===== config.mk =====
export PLATFORM = sky130hd
export DESIGN_NAME = siso_tx_arbiter
export DESIGN_NICKNAME = d
export VERILOG_FILES = /design/src/rtl/siso_tx_arbiter.sv
export SDC_FILE = /design/constraint.sdc
export NUM_CORES = 1
export LEC_CHECK = 0
export BUFFER_PORTS_ARGS = -buffer_cell sky130_fd_sc_hd__buf_4
export CAP_MARGIN = 20
export CORE_UTILIZATION = 53
export CTS_CLUSTER_SIZE = 20
export DETAILED_ROUTE_END_ITERATION = 8
export PLACE_DENSITY = 0.85
export SYNTH_ARGS = -nofsm -noshare
export SYNTH_HDL_FRONTEND = slang
export SYNTH_SLANG_ARGS = --single-unit

===== constraint.sdc =====
create_clock -name clk -period 2.1 [get_ports clk]
set_input_delay 0.21 -clock clk [delete_from_list [all_inputs] [get_ports clk]]
set_output_delay 0.21 -clock clk [all_outputs]
set_load 0.01 [all_outputs]

===== src/rtl/siso_tx_arbiter.sv =====
// Round-robin arbiter that serialises one of two parallel words MSB-first onto a shared
// shift chain and acknowledges the requester once the chain has fully drained.
module siso_tx_arbiter #(
   parameter int unsigned W     = 8,
   parameter int unsigned DEPTH = 4
) (
   input  logic         clk,
   input  logic         rst,
   input  logic         req0,
   input  logic [W-1:0] data0,
   input  logic         req1,
   input  logic [W-1:0] data1,
   output logic         ack0,
   output logic         ack1,
   output logic         sout,
   output logic         sval,
   output logic         busy,
   output logic         owner
);

   localparam int unsigned BW = $clog2(W);
   localparam int unsigned DW = (DEPTH < 1) ? 1 : $clog2(DEPTH + 1);
   localparam logic [BW-1:0] BitLoad   = BW'(W - 1);
   localparam logic [DW-1:0] DrainLoad = (DEPTH == 0) ? '0 : DW'(DEPTH - 1);

   typedef enum logic [1:0] {StIdle, StShift, StDrain, StDone} state_e;

   state_e        state_q, state_d;
   logic [W-1:0]  shreg_q, shreg_d;
   logic [BW-1:0] bitcnt_q, bitcnt_d;
   logic [DW-1:0] dcnt_q, dcnt_d;
   logic          owner_q, owner_d;
   logic          last_q, last_d;
   logic          grant;

   always_ff @(posedge clk) begin
      if (rst) begin
         state_q  <= StIdle;
         shreg_q  <= '0;
         bitcnt_q <= '0;
         dcnt_q   <= '0;
         owner_q  <= 1'b0;
         last_q   <= 1'b1;
      end else begin
         state_q  <= state_d;
         shreg_q  <= shreg_d;
         bitcnt_q <= bitcnt_d;
         dcnt_q   <= dcnt_d;
         owner_q  <= owner_d;
         last_q   <= last_d;
      end
   end

   always_comb begin
      state_d  = state_q;
      shreg_d  = shreg_q;
      bitcnt_d = bitcnt_q;
      dcnt_d   = dcnt_q;
      owner_d  = owner_q;
      last_d   = last_q;
      grant    = 1'b0;
      unique case (state_q)
         StIdle: begin
            if (req0 || req1) begin
               // Under contention the requester that did not win last time goes first.
               grant    = (req0 && req1) ? ~last_q : req1;
               shreg_d  = grant ? data1 : data0;
               owner_d  = grant;
               last_d   = grant;
               bitcnt_d = BitLoad;
               state_d  = StShift;
            end
         end
         StShift: begin
            shreg_d = {shreg_q[W-2:0], 1'b0};
            if (bitcnt_q == '0) begin
               if (DEPTH == 0) begin
                  state_d = StDone;
               end else begin
                  dcnt_d  = DrainLoad;
                  state_d = StDrain;
               end
            end else begin
               bitcnt_d = bitcnt_q - 1'b1;
            end
         end
         StDrain: begin
            if (dcnt_q == '0) begin
               state_d = StDone;
            end else begin
               dcnt_d = dcnt_q - 1'b1;
            end
         end
         StDone: begin
            state_d = StIdle;
         end
         default: begin
            state_d = StIdle;
         end
      endcase
   end

   // All outputs decode registered state only.
   assign sval  = (state_q == StShift);
   assign sout  = sval & shreg_q[W-1];
   assign busy  = (state_q != StIdle);
   assign ack0  = (state_q == StDone) & ~owner_q;
   assign ack1  = (state_q == StDone) & owner_q;
   assign owner = owner_q;

endmodule


==> key figures, run 1 <==
Pwr
  – Total power: 1.828 mW
  – Worst VDD drop: 0.8930 mV
  – Leakage: just over 0.6 nW
  – Pwr dens: approximately 1300 nW/um2

Floorplanning
  – Chip height: 49.38 um
  – FP Rows: 16
  – Die width: between 40 and 50 um
  – Die area: 2438 um2
  – Initial core utilization: 58.27%
  – Core Footprint: around 2000 um2
  – IO Pins: 26

Logic synthesis
  – Post-synth ARST share: 0%
  – Post-synthesis mux area share: roughly 8.4%
  – Syn. warnings: 0
  – Area contributors post-synth: dfxtp_1 (30%), ha_1 (8.4%), mux2i_1 (8.4%)
  – Unique masters post-synth: 44
  – Post-synthesis compound-gate area fraction: around a quarter
  – EDFF count, synth: 0
  – Simple-gate share of the synthesized area: 20.50%
  – Largest family of logic cells by synthesized area: compound AO/OA/AOI/OAI gates
  – Mapped Nets: 155
  – Mapped Area: 1190 um2
  – Area share of fa/ha/maj cells after synthesis: 8.412%
  – FF+latch count, synth: 18
  – Avg Cell Area, Syn: roughly 9.4 um2
  – XOR/XNOR Fraction of Synth Area: 0%
  – Cells after Synth: around 130
  – Main synth FF type: dfxtp_1
  – Register area share after synthesis: between 30% and 40%
  – Top cell type's share of synthesized area: 30.28%
  – Cell taking the most area after synthesis: dfxtp_1

Timing
  – Worst-margin pin slew: ~0.47 ns
  – Setup violators final: 0
  – Setup TNS: 0 ns
  – Slew Limit Fails: 0
  – RSZ-0062 raised after global routing: false
  – Clock Skew: 0.002727 ns
  – Highest clock rate: approximately 540 MHz
  – Worst rel slew slack: 68.40%
  – Fin crit period: 1.864 ns
  – Fin worst setup slack: 0.2356 ns
  – Tcrit/Tclk final: 88.78%
  – Final Hold Viols: 0

Outcome
  – Status: completed

Worst setup path
  – Element type at the critical path start: register
  – Worst path max stage delay: 0.42 ns
  – CP max-delay cell: or3b_1
  – Crit end category: register
  – Critical Path AT: 2.06 ns
  – Buf/Inv on CP: 1
  – Worst endpoint required time: approximately 2.3 ns
  – Worst-path cell chain: inv_1 -> ha_1 -> or3b_1 -> o21ai_2 -> o311a_1
  – CP Max Fanout: 11
  – Top delay family on crit path: compound AO/OA/AOI/OAI gates
  – Critical path class: reg -> reg

GRT
  – Vias in the first global route: 1035
  – Initial antenna violation count: 0
  – Largest net degree at the start of global routing: 17
  – Total GRT Usage: 22.27%
  – Gr ovfl total: 0
  – Global-route wire length before repair: 4305 um

Detailed routing
  – Via-per-instance ratio: 5.831
  – Remaining DRCs: 0
  – Pre-antenna DRT Iters: 5
  – Iter 0 DRT Violations: 23
  – WL per Instance: 13.64 um
  – DRT Wirelength: roughly 2400 um
  – Vias: 1038
  – Post-route ant nets: 0

Final layout
  – Number of nets in the layout: 180
  – Layout cells sized above 1: 28.48%
  – ANT cells: 0
  – Area delta synth->final: 18.09%

Placement
  – Hpwl dp: 1830 um
  – Final Wtd Congestion: 0.8147
  – Port Buf Inserts: 25
  – Pre-CTS worst setup slack: 0.2729 ns

Worst hold path
  – Hold crit path type: in -> reg

Clocking
  – Clock Root Buffer: clkbuf_4
  – CTS tree: built
  – Post-CTS resize count: 0
  – Clock Sink Count: 18
  – CTS Buffer Depth: 2
  – TritonCTS Buffers: 3
  – Hold Buf Count CTS: 0
  – CTS HTree Levels: 1
  – Worst skew pair latency: 0.29 ns
  – CTS clk-pin slew, worst paths: between 0.1 and 0.15 ns
  – Post-CTS Setup Repair Bufs: 0

Flow run
  – Max-cap viol count: 0
## state kept, by name (all words and copies together), names as in the netlist
name      flops
shreg_q       8
bitcnt_q      3
dcnt_q        3
state_q       2
last_q        1
owner         1
## layout make-up
type / count / area (um2)
Inverter: 10 / 37.54
Timing Repair Buffer: 28 / 210.2
Clock buffer: 4 / 36.28
Tap cell: 27 / 33.78
Multi-Input combinational cell: 91 / 726.9
Fill cell: 166 / 636.9
Sequential cell: 18 / 360.3
## metal layers
metal	vias to the layer above	global-route usage (%)	share of wire, %
li1	511	-	-
met1	486	27.79	46
met2	35	39.95	48
met3	6	2.804	4.3
met4	0	5.714	1.6
met5	-	0	0
## cells in the final DEF (no fill, tap or decap), drive strengths merged, types with 4 or more instances in the layout
| cell type | Yosys | layout |
|---|---|---|
| inv | 10 | 10 |
| o221ai | 5 | 5 |
| ha | 8 | 8 |
| nor2 | 7 | 7 |
| dfxtp | 18 | 18 |
| buf | 6 | 28 |
| o21ai | 4 | 4 |
| nand2b | 5 | 5 |
| o211ai | 6 | 6 |
| mux2i | 10 | 10 |
| nand2 | 9 | 9 |
| clkbuf | 2 | 4 |
## synth_stat cells, types with 2 or more instances
cell type / number
o211ai_1: 4
inv_1: 10
o21ai_2: 2
nand2b_1: 4
and2_1: 2
mux2i_1: 10
nand4_1: 3
o21a_1: 2
a211oi_1: 2
buf_6: 4
o211ai_2: 2
o21ai_0: 2
clkbuf_1: 2
o221ai_1: 5
nor2_1: 6
ha_1: 8
nand2_1: 9
dfxtp_1: 18
nand3_1: 3
nand3b_1: 3
nor2b_1: 3
## kinds of logic after synthesis
| logic type | Yosys count |
|---|---|
| AND/OR/NAND/NOR | 41 |
| AO/OA/AOI/OAI | 32 |
| buffers and inverters | 18 |
| flip-flops | 18 |
| multiplexers | 10 |
| adder cells (fa/ha/maj) | 8 |
## through the flow
stage	std cells	util, %	instance area [um2]	hold WS [ns]
4_1_cts	178	68.81	1405	0.1728
3_5_place_dp	174	67.03	1369	0.4577
5_1_grt	178	68.81	1405	0.1593
6_report	178	68.81	1405	0.1703
2_1_floorplan	127	-	1190	0.3780
3_3_place_gp	174	67.03	1369	0.4528
## worst paths after layout
check                              endpoint  depth (start not counted)  slack (ns)  startpoint
worst max-delay path            bitcnt_q[2]                          5        0.24  state_q[0]
worst min-delay path            bitcnt_q[0]                          2        0.17         rst
worst max register to register  bitcnt_q[2]                          5        0.24  state_q[0]
worst min register to register    dcnt_q[0]                          1        0.48   dcnt_q[0]
## power by group
group	internal, mW	total [mW]	switching [mW]
sequential	0.472	0.545	0.0729
combinational	0.484	1.06	0.580
clock	0.106	0.219	0.114
Power figures use the tool's default switching activity.
==> run 2, diff against run 1 <==
--- a/config.mk
+++ b/config.mk
@@ -5,12 +5,15 @@
 export SDC_FILE = /design/constraint.sdc
 export NUM_CORES = 1
 export LEC_CHECK = 0
+export ABC_AREA = 1
 export BUFFER_PORTS_ARGS = -buffer_cell sky130_fd_sc_hd__buf_4
 export CAP_MARGIN = 20
 export CORE_UTILIZATION = 53
 export CTS_CLUSTER_SIZE = 20
 export DETAILED_ROUTE_END_ITERATION = 8
 export PLACE_DENSITY = 0.85
+export RECOVER_POWER = 25
+export SLEW_MARGIN = 15
 export SYNTH_ARGS = -nofsm -noshare
 export SYNTH_HDL_FRONTEND = slang
 export SYNTH_SLANG_ARGS = --single-unit
==> run 2 against run 1 <==
Effect of this change: sequential cell count unchanged; clock power is essentially flat; combinational power decreased by 13%; final area fell by 0.80%; die area increased by 0.61%; count of clock-buffer cells in the layout is the same; synthesized cell count increased by 50%; non-clock buffer count down 3; global-route usage rose by 2.4 points; utilization decreased by 0.55 points.
==> key figures, run 2 <==
Clocking
  – CTS HTree Levels: 1
  – Clock Root Buffer: clkbuf_4
  – Worst skew pair latency: 0.30 ns
  – CTS clk-pin slew, worst paths: roughly 0.11 ns
  – Hold Buf Count CTS: 0
  – Post-CTS Setup Repair Bufs: 0
  – TritonCTS Buffers: 3
  – CTS tree: built
  – CTS Buffer Depth: 2
  – Clock Sink Count: 18
  – Post-CTS resize count: 0

Detailed routing
  – Remaining DRCs: 0
  – Post-route ant nets: 0
  – WL per Instance: 11.64 um
  – Iter 0 DRT Violations: 39
  – DRT Wirelength: about 2800 um
  – Vias: ~1.2k
  – Pre-antenna DRT Iters: 6
  – Via-per-instance ratio: a little over 5

Logic synthesis
  – FF+latch count, synth: 18
  – Main synth FF type: dfxtp_1
  – Mapped Nets: 219
  – Most common library cells after synthesis: nand2_1 (47), inv_1 (37), nand3_1 (31)
  – Top cell type's share of synthesized area: a little under a third
  – Syn. warnings: 0
  – Post-synth ARST share: 0%
  – Unique masters post-synth: 14
  – Cells after Synth: ~190
  – Mapped Area: 1197 um2
  – Area contributors post-synth: dfxtp_1 (30%), nand2_1 (15%), nand3_1 (13%)
  – Most common cell in the netlist: nand2_1
  – EDFF count, synth: 0
  – Register area share after synthesis: 30.09%
  – Avg Cell Area, Syn: between 6 and 7 um2
  – Cell taking the most area after synthesis: dfxtp_1

Outcome
  – Status: completed

Pwr
  – Leakage: 0.8032 nW
  – Switching Fraction: 45.96%
  – Pwr dens: 1202 nW/um2
  – Sequential power share: 32.0%
  – Switching power: 0.7700 mW
  – Worst VDD drop: 0.8405 mV
  – Combinational power share: 55.0%
  – Clk pwr share: about an eighth
  – Int Pwr: 0.9054 mW

Flow run
  – Max-cap viol count: 0

Timing
  – Final Hold Slack: 0.1686 ns
  – Setup TNS: 0 ns
  – Worst-margin pin slew: 0.5335 ns
  – Clock Skew: 0.002110 ns
  – Slew Limit Fails: 0
  – Tcrit/Tclk final: 83.22%
  – RSZ-0062 raised after global routing: false
  – Worst rel slew slack: 64.43%
  – Fin crit period: 1.748 ns
  – Final Hold Viols: 0
  – Highest clock rate: 572.2 MHz
  – Setup violators final: 0

Worst setup path
  – Critical path class: reg -> out
  – Worst reg2reg setup slack: 0.37 ns
  – Element type at the critical path start: register
  – CP Max Fanout: 15
  – Crit end category: output pin
  – Reg2Reg Launch Point: state_q[1]
  – Critical Path AT: 1.54 ns
  – Worst r2r dst: shreg_q[2]
  – Worst endpoint required time: about 1.9 ns
  – Reg2Reg Depth: 7

Placement
  – Post-DP Area: 1373 um2
  – Hpwl dp: 2097 um
  – Final Wtd Congestion: 0.8146
  – Cell count after placement: 238
  – Port Buf Inserts: 25

Floorplanning
  – IO Pins: 26
  – FP Rows: 16
  – Initial core utilization: roughly 59%
  – Die width: 49.53 um
  – Chip height: 49.53 um
  – Die area: roughly 2500 um2
  – Core Footprint: 2042 um2

GRT
  – Initial antenna violation count: 0
  – Total GRT Usage: ~25%
  – Gr ovfl total: 0
  – Global-route wire length before repair: 4705 um
  – Largest net degree at the start of global routing: 16
  – Vias in the first global route: 1141

Final layout
  – Area delta synth->final: 16.41%
  – Regs by FF count: shreg_q: 8 flops, bitcnt_q: 3 flops, dcnt_q: 3 flops
  – Fin cells: 242
  – Commonest non-fill, non-tap cell in the layout: nand2_1
  – Most flops, register: shreg_q
  – Register area: 360.3 um2
  – Filler cells: roughly 190
  – Finished Cell Area: around 1400 um2
  – Most frequent cells in the layout: nand2_1 (47), inv_1 (37), nand3_1 (31), nor2_1 (24), buf_4 (21)
  – Layout cells sized above 1: 14.42%
  – Multi-input gate area: 651.9 um2
  – Number of nets in the layout: 244
  – Max reg flops: 8
  – ANT cells: 0

Worst hold path
  – Worst Hold Launch: rst
  – Hold crit path type: in -> reg
  – Hold Path Cell Cnt: 2
  – Min-Delay Endpoint: shreg_q[1]
-- run 2: changes by cell type after synthesis, moves of 4 or more --
cell / before / now
nand2_1: 9 / 47
nand3_1: 3 / 31
inv_1: 10 / 37
nor2_1: 6 / 24
a21oi_1: 1 / 11
mux2i_1: 10 / 0
o221ai_1: 5 / 0
nand2_2: 0 / 4
nand2b_1: 4 / 0
o211ai_1: 4 / 0
-- run 2: routing by layer --
layer / GRT usage, % / up-vias / part of all wire (%)
met5: 0 / - / 0
met4: 6.667 / 0 / 1.2
met3: 6.481 / 6 / 6.1
met2: 45.50 / 37 / 50
met1: 27.51 / 563 / 42
li1: - / 632 / -
-- run 2: power groups by stage --
stage / registers (mW) / logic [mW] / clock network (mW)
finish: 0.536 / 0.921 / 0.218
global route: 0.551 / 1.04 / 0.233
CTS: 0.535 / 0.926 / 0.219
detailed placement: 0.543 / 0.919 / 0
global placement: 0.536 / 0.850 / 0
floorplan: 0.528 / 0.717 / 0
-- run 2: worst max-delay path by stage --
stage                           from     endpoint  slack (ns)  cells past startpoint
final                     state_q[1]         sout        0.35                      5
after global routing      state_q[1]   shreg_q[7]        0.22                      7
after CTS                 state_q[1]         sout        0.37                      5
after detailed placement  state_q[1]   shreg_q[4]        0.44                      7
after global placement    state_q[1]   shreg_q[2]        0.56                      7
after floorplan           state_q[1]  bitcnt_q[2]        0.79                      7
-- run 2: stage by stage --
stage,power [mW],setup WS [ns],utilization (%)
after floorplan,1.246,0.7856,-
after global placement,1.385,0.5558,67.22
after detailed placement,1.461,0.4421,67.22
after CTS,1.680,0.3667,69.00
after global routing,1.824,0.2220,68.26
final,1.675,0.3523,68.26
-- run 2: logic make-up (layout without fill, tap and decap cells) --
kind of cell / count (synthesis) / after routing / share of synthesized area [%]
buffers and inverters: 42 / 66 / 15.46
adders and majority gates: 8 / 8 / 8.360
and+or+nand+nor: 111 / 111 / 40.86
AOI/OAI and AO/OA: 12 / 12 / 5.225
DFF: 18 / 18 / 30.09
-- run 2: critical path: stages, from the launching register on --
cell and delay [ns]:
dfxtp_1 0.35, inv_1 0.10, ha_1 0.50, nand2_1 0.11, inv_1 0.07, buf_4 0.11
-- run 2: area by class of cell --
class                   instances  area share (%)
inverters                      37           9.964
repair buffers                 25           12.39
well taps                      27           2.424
multi-input cells             131           46.77
clock buffers                   4           2.603
flip-flops and latches         18           25.85
